### src/rtl/nibble_serial_tx_pkg.sv
// Shared definitions for the nibble serial transmitter: state encodings,
// line levels and a counter-width helper.
package nibble_tx_defs;

  typedef enum logic [2:0] {
    IDLE   = 3'd0,
    START  = 3'd1,
    DATA   = 3'd2,
    PARITY = 3'd3,
    STOP   = 3'd4
  } state_e;

  localparam logic TX_IDLE  = 1'b1;
  localparam logic TX_START = 1'b0;
  localparam logic TX_STOP  = 1'b1;

  // A one-cycle bit period still needs a 1-bit counter.
  function automatic int cnt_width(input int n);
    return (n > 1) ? $clog2(n) : 1;
  endfunction

endpackage

### src/rtl/nibble_serial_tx_if.sv
// Load/ready handshake and serial-line bundle between the data registers
// and the nibble transmitter.
interface nibble_serial_tx_if #(
  parameter int DATA_W = 4
);
  logic [DATA_W-1:0] D;
  logic              load;
  logic              ready;
  logic              tx;
  logic              busy;
  logic              done;

  modport master (output D, load, input ready, tx, busy, done);
  modport slave  (input D, load, output ready, tx, busy, done);
endinterface

### src/rtl/nibble_serial_tx_bit_period_counter.sv
// Bit-period timer: counts 0..CLKS_PER_BIT-1 and flags the last cycle of
// each serial bit; tick_nxt flags that the coming cycle will be the last.
module bit_period_counter
  import nibble_tx_defs::*;
#(
  parameter int CLKS_PER_BIT = 4
) (
  input  logic clk,
  input  logic reset_n,
  input  logic clear,
  input  logic enable,
  output logic tick,
  output logic tick_nxt
);
  localparam int            CW   = cnt_width(CLKS_PER_BIT);
  localparam logic [CW-1:0] LAST = CW'(CLKS_PER_BIT - 1);

  logic [CW-1:0] cnt_q, cnt_d;

  assign tick     = (cnt_q == LAST);
  assign tick_nxt = (cnt_d == LAST);

  always_comb begin
    cnt_d = cnt_q;
    if (clear)       cnt_d = '0;
    else if (enable) cnt_d = tick ? '0 : cnt_q + 1'b1;
  end

  always_ff @(posedge clk) begin
    if (!reset_n) cnt_q <= '0;
    else          cnt_q <= cnt_d;
  end
endmodule

### src/rtl/nibble_serial_tx.sv
// Nibble serial transmitter: start bit, DATA_W data bits LSB-first, stop bit.
// Define NIBBLE_TX_PARITY_EN to insert an even-parity bit before the stop bit.
//
// state  | meaning
// IDLE   | line high, ready for a load
// START  | start bit (low) for one bit period
// DATA   | shift[0] on the line, one bit period per data bit
// PARITY | even parity of the captured word (parity build only)
// STOP   | stop bit (high); done on its final cycle
module nibble_serial_tx
  import nibble_tx_defs::*;
#(
  parameter int DATA_W       = 4,
  parameter int CLKS_PER_BIT = 4
) (
  input logic               clk,
  input logic               reset_n,
  nibble_serial_tx_if.slave bus
);
  localparam int            BW       = $clog2(DATA_W + 1);
  localparam logic [BW-1:0] LAST_BIT = BW'(DATA_W - 1);

  state_e            state_q, state_d;
  logic [DATA_W-1:0] shift_q, shift_d;
  logic [BW-1:0]     bit_cnt_q, bit_cnt_d;
  logic              tx_q, tx_d;
  logic              busy_q, busy_d;
  logic              done_q, done_d;
  logic              tick, tick_nxt;
`ifdef NIBBLE_TX_PARITY_EN
  logic              parity_q, parity_d;
`endif

  bit_period_counter #(.CLKS_PER_BIT(CLKS_PER_BIT)) u_bit_period_counter (
    .clk      (clk),
    .reset_n  (reset_n),
    .clear    (state_q == IDLE),
    .enable   (state_q != IDLE),
    .tick     (tick),
    .tick_nxt (tick_nxt)
  );

  always_ff @(posedge clk) begin
    if (!reset_n) begin
      state_q   <= IDLE;
      shift_q   <= '0;
      bit_cnt_q <= '0;
      tx_q      <= TX_IDLE;
      busy_q    <= 1'b0;
      done_q    <= 1'b0;
`ifdef NIBBLE_TX_PARITY_EN
      parity_q  <= 1'b0;
`endif
    end else begin
      state_q   <= state_d;
      shift_q   <= shift_d;
      bit_cnt_q <= bit_cnt_d;
      tx_q      <= tx_d;
      busy_q    <= busy_d;
      done_q    <= done_d;
`ifdef NIBBLE_TX_PARITY_EN
      parity_q  <= parity_d;
`endif
    end
  end

  always_comb begin
    state_d   = state_q;
    shift_d   = shift_q;
    bit_cnt_d = bit_cnt_q;
`ifdef NIBBLE_TX_PARITY_EN
    parity_d  = parity_q;
`endif
    case (state_q)
      IDLE: if (bus.load) begin
        shift_d = bus.D;
        state_d = START;
`ifdef NIBBLE_TX_PARITY_EN
        parity_d = ^bus.D;
`endif
      end
      START: if (tick) begin
        state_d   = DATA;
        bit_cnt_d = '0;
      end
      DATA: if (tick) begin
        shift_d = shift_q >> 1;
        if (bit_cnt_q == LAST_BIT) begin
`ifdef NIBBLE_TX_PARITY_EN
          state_d = PARITY;
`else
          state_d = STOP;
`endif
        end else begin
          bit_cnt_d = bit_cnt_q + 1'b1;
        end
      end
`ifdef NIBBLE_TX_PARITY_EN
      PARITY: if (tick) state_d = STOP;
`endif
      STOP: if (tick) state_d = IDLE;
      default: state_d = IDLE;
    endcase
  end

  // Outputs are registered, so they are decoded from the next state.
  always_comb begin
    busy_d = (state_d != IDLE);
    done_d = (state_d == STOP) && tick_nxt;
    case (state_d)
      START:   tx_d = TX_START;
      DATA:    tx_d = shift_d[0];
`ifdef NIBBLE_TX_PARITY_EN
      PARITY:  tx_d = parity_d;
`endif
      STOP:    tx_d = TX_STOP;
      default: tx_d = TX_IDLE;
    endcase
  end

  assign bus.ready = (state_q == IDLE);
  assign bus.tx    = tx_q;
  assign bus.busy  = busy_q;
  assign bus.done  = done_q;
endmodule

### src/flat_wrapper.sv
// flat-port wrapper written by rule: the top's interface ports become plain ports
module nibble_serial_tx_flat import nibble_tx_defs::*;
#(
  parameter int DATA_W       = 4,
  parameter int CLKS_PER_BIT = 4
)
  (clk, reset_n, bus_D, bus_load, bus_ready, bus_tx, bus_busy, bus_done);
  nibble_serial_tx_if #(.DATA_W(DATA_W)) bus_i ();
  input logic clk;
  input logic reset_n;
  input wire logic [$bits(bus_i.D)-1:0] bus_D;
  input wire logic [$bits(bus_i.load)-1:0] bus_load;
  output wire logic [$bits(bus_i.ready)-1:0] bus_ready;
  output wire logic [$bits(bus_i.tx)-1:0] bus_tx;
  output wire logic [$bits(bus_i.busy)-1:0] bus_busy;
  output wire logic [$bits(bus_i.done)-1:0] bus_done;
  assign bus_i.D = bus_D;
  assign bus_i.load = bus_load;
  assign bus_ready = bus_i.ready;
  assign bus_tx = bus_i.tx;
  assign bus_busy = bus_i.busy;
  assign bus_done = bus_i.done;
  nibble_serial_tx #(.DATA_W(DATA_W), .CLKS_PER_BIT(CLKS_PER_BIT)) u_core (.clk(clk), .reset_n(reset_n), .bus(bus_i));
endmodule
### config.mk
export PLATFORM = sky130hd
export DESIGN_NAME = nibble_serial_tx_flat
export DESIGN_NICKNAME = d
export VERILOG_FILES = /design/src/rtl/nibble_serial_tx_pkg.sv /design/src/rtl/nibble_serial_tx_if.sv /design/src/rtl/nibble_serial_tx_bit_period_counter.sv /design/src/rtl/nibble_serial_tx.sv /design/src/flat_wrapper.sv
export SDC_FILE = /design/constraint.sdc
export NUM_CORES = 1
export LEC_CHECK = 0
export BUFFER_PORTS_ARGS = -buffer_cell sky130_fd_sc_hd__buf_4
export CAP_MARGIN = 20
export CELL_PAD_IN_SITES_DETAIL_PLACEMENT = 1
export CELL_PAD_IN_SITES_GLOBAL_PLACEMENT = 2
export CORE_MARGIN = 2
export CORE_UTILIZATION = 33
export DETAILED_ROUTE_END_ITERATION = 8
export PLACE_DENSITY_LB_ADDON = 0.1
export SYNTH_ARGS = -nofsm -noshare
export SYNTH_HDL_FRONTEND = slang
export SYNTH_SLANG_ARGS = --single-unit
### constraint.sdc
create_clock -name clk -period 1.9 [get_ports clk]
set_clock_uncertainty 0.2 [all_clocks]
set_input_delay 0.19 -clock clk [delete_from_list [all_inputs] [get_ports clk]]
set_output_delay 0.19 -clock clk [all_outputs]
set_load 0.01 [all_outputs]
==> results.py <==
metrics = {
    "final_layout": {
        "area_delta_synth_final_pct": 18.1,
        "drive_gt1_share_pct": 21.1,
        "diodes": 0,
        "fin_nets": 106,
        "final_cell_area_um2": 890,
    },
    "pwr": {
        "p_int_uw": 442,
        "power_leakage_uw": 0.000348,
        "p_switching_uw": 145,
        "swShare_pct": 24.6,
        "combPwrFrac_pct": 11.2,
        "pwr-share-seq_pct": 57.4,
        "p_clk_share_pct": 31.4,
        "power_density_nw_per_um2": 659,
        "ir_drop_mv": 0.337,
    },
    "critical_path": {
        "path_class": "flop to output port",
        "cp-start-kind": "flop",
        "ff2ff_path_depth": 6,
        "cp.required_ns": 1.51,
        "rrSetupSlack_ns": 0.16,
        "r2r_start": "u_core.bit_cnt_q[0]$_SDFFE_PN0P_",
        "cp.arrival_ns": 1.37,
        "startpoint": "u_core.state_q[0]$_SDFF_PN0_",
        "r2r_end": "u_core.bit_cnt_q[1]$_SDFFE_PN0P_",
        "endpoint_kind": "output port",
        "critPathMaxFanout": 14,
    },
    "drt": {
        "wirelength_um": 1600,
        "initialDrtViolationCount": 1,
        "first_pass_iters": 2,
        "wl_per_cell_um": 13.0,
        "drc": 0,
        "ant_nets": 0,
        "vias": 623,
        "routed_via_density": 5.07,
    },
    "synthesis": {
        "synth-warning-count": 0,
        "synth_cells": 82,
        "ys_seq_elements": 15,
        "synth_area_per_cell_um2": 9.19,
        "synth_edf_count": 0,
        "ys_types": 33,
        "synth_nets": 92,
        "syn_area_um2": 753,
        "ys.flop_type": "dfxtp_1",
        "ys_seq_area_share_pct": 39.9,
        "async_reset_ff_share_pct": 0,
    },
    "status": {
        "status": "finished, final reports clean",
    },
    "timing": {
        "worstMarginPinSlew_ns": 0.518,
        "min_period_ns": 1.76,
        "min_period_over_period_pct": 92.4,
        "slew_viol_final": 0,
        "setup_violations": 0,
        "relSlewSlack_pct": 65.4,
        "finalHoldViolations": 0,
        "fmax_ghz": 0.569,
        "grt_setup_unrepaired": "no",
        "setup_tns_ns": 0,
    },
    "grt": {
        "grt_pass1_wl_um": 2810,
        "grt_pass1_vias": 643,
        "grt_overflow": 0,
        "track_usage_pct": 14.3,
        "grt_antenna_before_repair": 0,
        "grt_max_degree": 15,
    },
    "placement": {
        "dp_hpwl_um": 1130,
        "portBuffers": 10,
        "routabilityCongestion": 0.702,
        "placed_area_um2": 832,
    },
    "min_path": {
        "hold_end": "u_core.shift_q[3]$_SDFFE_PN0P_",
        "whs_path_depth": 4,
        "hp-class": "primary input to flop",
        "min_from": "bus_D[3]",
    },
    "clock_tree": {
        "cts_htree_levels": 1,
        "cts_inserted_buffers": 3,
        "cts.sinks": 15,
        "cts_max_path_buffers": 2,
        "cts_root_buf": "clkbuf_4",
        "clkTransAtPathRegs_ns": 0.10,
        "postCtsSetupBuffers": 0,
        "cts_tree": "built",
        "clk-insertion-delay-late_ns": 0.28,
    },
    "floorplan": {
        "row_count": 17,
        "dieArea_um2": 2680,
        "die_y_um": 51.8,
        "core_area_um2": 2190,
        "ios": 11,
        "start_util_pct": 34.4,
        "die_w_um": 51.8,
    },
    "job": {
        "cap_viol_max_count": 0,
    },
}
==> sequential cells by signal (all words and copies together), names as in the netlist <==
signal and cells:
u_core.bus.tx 1, u_core.shift_q 4, u_core.bit_cnt_q 3, u_core.u_bit_period_counter.cnt_q 2, u_core.bus.busy 1, u_core.state_q 3, u_core.bus.done 1
==> synth_stat cells (2+ instances only) <==
cell type | count | area, µm²
a21oi_1 | 6 | 30.0
a21boi_1 | 2 | 15.0
nor2_1 | 3 | 11.3
nor3_1 | 5 | 25.0
nand2_1 | 9 | 33.8
nor3b_1 | 2 | 15.0
ha_1 | 3 | 37.5
o32ai_1 | 2 | 17.5
nor2b_1 | 4 | 25.0
inv_1 | 4 | 15.0
dfxtp_1 | 15 | 300
and2_1 | 3 | 18.8
a22oi_1 | 3 | 22.5
buf_6 | 2 | 22.5
==> cells in the final DEF (no fill, tap or decap), types with 2 or more instances in the layout <==
cell	synthesis	layout
ha_1	3	3
clkbuf_4	0	3
buf_4	1	11
nor2b_1	4	4
and2_1	3	3
nor3b_1	2	2
inv_1	4	4
nor3_1	5	5
nand2_1	9	9
a21oi_1	6	6
dlygate4sd3_1	0	3
a22oi_1	3	3
nor2_1	3	3
dfxtp_1	15	15
a21boi_1	2	2
o32ai_1	2	2
==> final cells by class <==
type / instances / area, µm²
Timing Repair Buffer: 14 / 113
Tap cell: 28 / 35.0
Clock inverter: 1 / 5.00
Clock buffer: 3 / 22.5
Fill cell: 258 / 1300
Multi-Input combinational cell: 58 / 399
Sequential cell: 15 / 300
Inverter: 4 / 15.0
==> layer usage <==
layer  up-vias  track usage [%]  wire length (µm)
met3         2             3.45                46
met2         6             23.7               746
li1        317                -                 -
met5         -                0                 0
met4         0             7.89                17
met1       298             16.9               784
==> power groups by stage <==
| stage | clock network, µW | registers, µW | logic, µW |
|---|---|---|---|
| 2_1_floorplan | 0 | 340 | 41.9 |
| 3_3_place_gp | 0 | 343 | 61.8 |
| 3_5_place_dp | 0 | 344 | 61.8 |
| 4_1_cts | 195 | 337 | 66.9 |
| 5_1_grt | 207 | 339 | 73.7 |
| 6_report | 184 | 336 | 65.9 |
==> what timing repair did <==
action	CTS	global route
setup endpoints to repair	0	2
resized for setup	0	0
hold buffers	3	0
hold endpoints to repair	3	0
==> stage by stage <==
step	worst slack [ns]	cells	utilization (%)	total power [µW]	hold slack [ns]
CTS	0.141	123	40.6	599	0.00702
finish	0.144	123	40.6	587	0.0146
detailed placement	0.169	116	38.0	406	0.260
global placement	0.179	116	38.0	405	0.251
floorplan	0.319	82	-	382	0.143
global route	0.00518	123	40.6	619	0.0216
==> worst max-delay path, cell delays in order (launching register included) <==
cell and delay, ns:
dfxtp_1 0.48, nor3_1 0.41, buf_4 0.19
==> how the worst max path moves through the flow <==
stage                     slack (ns)                               end  cells past startpoint
after floorplan                 0.32  u_core.bit_cnt_q[1]$_SDFFE_PN0P_                      6
after global placement          0.18  u_core.bit_cnt_q[1]$_SDFFE_PN0P_                      6
after detailed placement        0.17  u_core.bit_cnt_q[1]$_SDFFE_PN0P_                      6
after CTS                       0.14                         bus_ready                      2
after global routing           0.005  u_core.bit_cnt_q[1]$_SDFFE_PN0P_                      6
final                           0.14                         bus_ready                      2
==> kinds of logic (layout without fill, tap and decap cells) <==
| family | after synthesis | count (layout) | share of synthesized area, % |
|---|---|---|---|
| adders and majority gates | 3 | 3 | 4.98 |
| and+or+nand+nor | 36 | 36 | 30.2 |
| buffers and inverters | 9 | 22 | 7.14 |
| DFF | 15 | 15 | 39.9 |
| AOI/OAI and AO/OA | 18 | 18 | 16.4 |
| muxes | 1 | 1 | 1.33 |
Note: power is estimated with default switching activity, not from simulation.
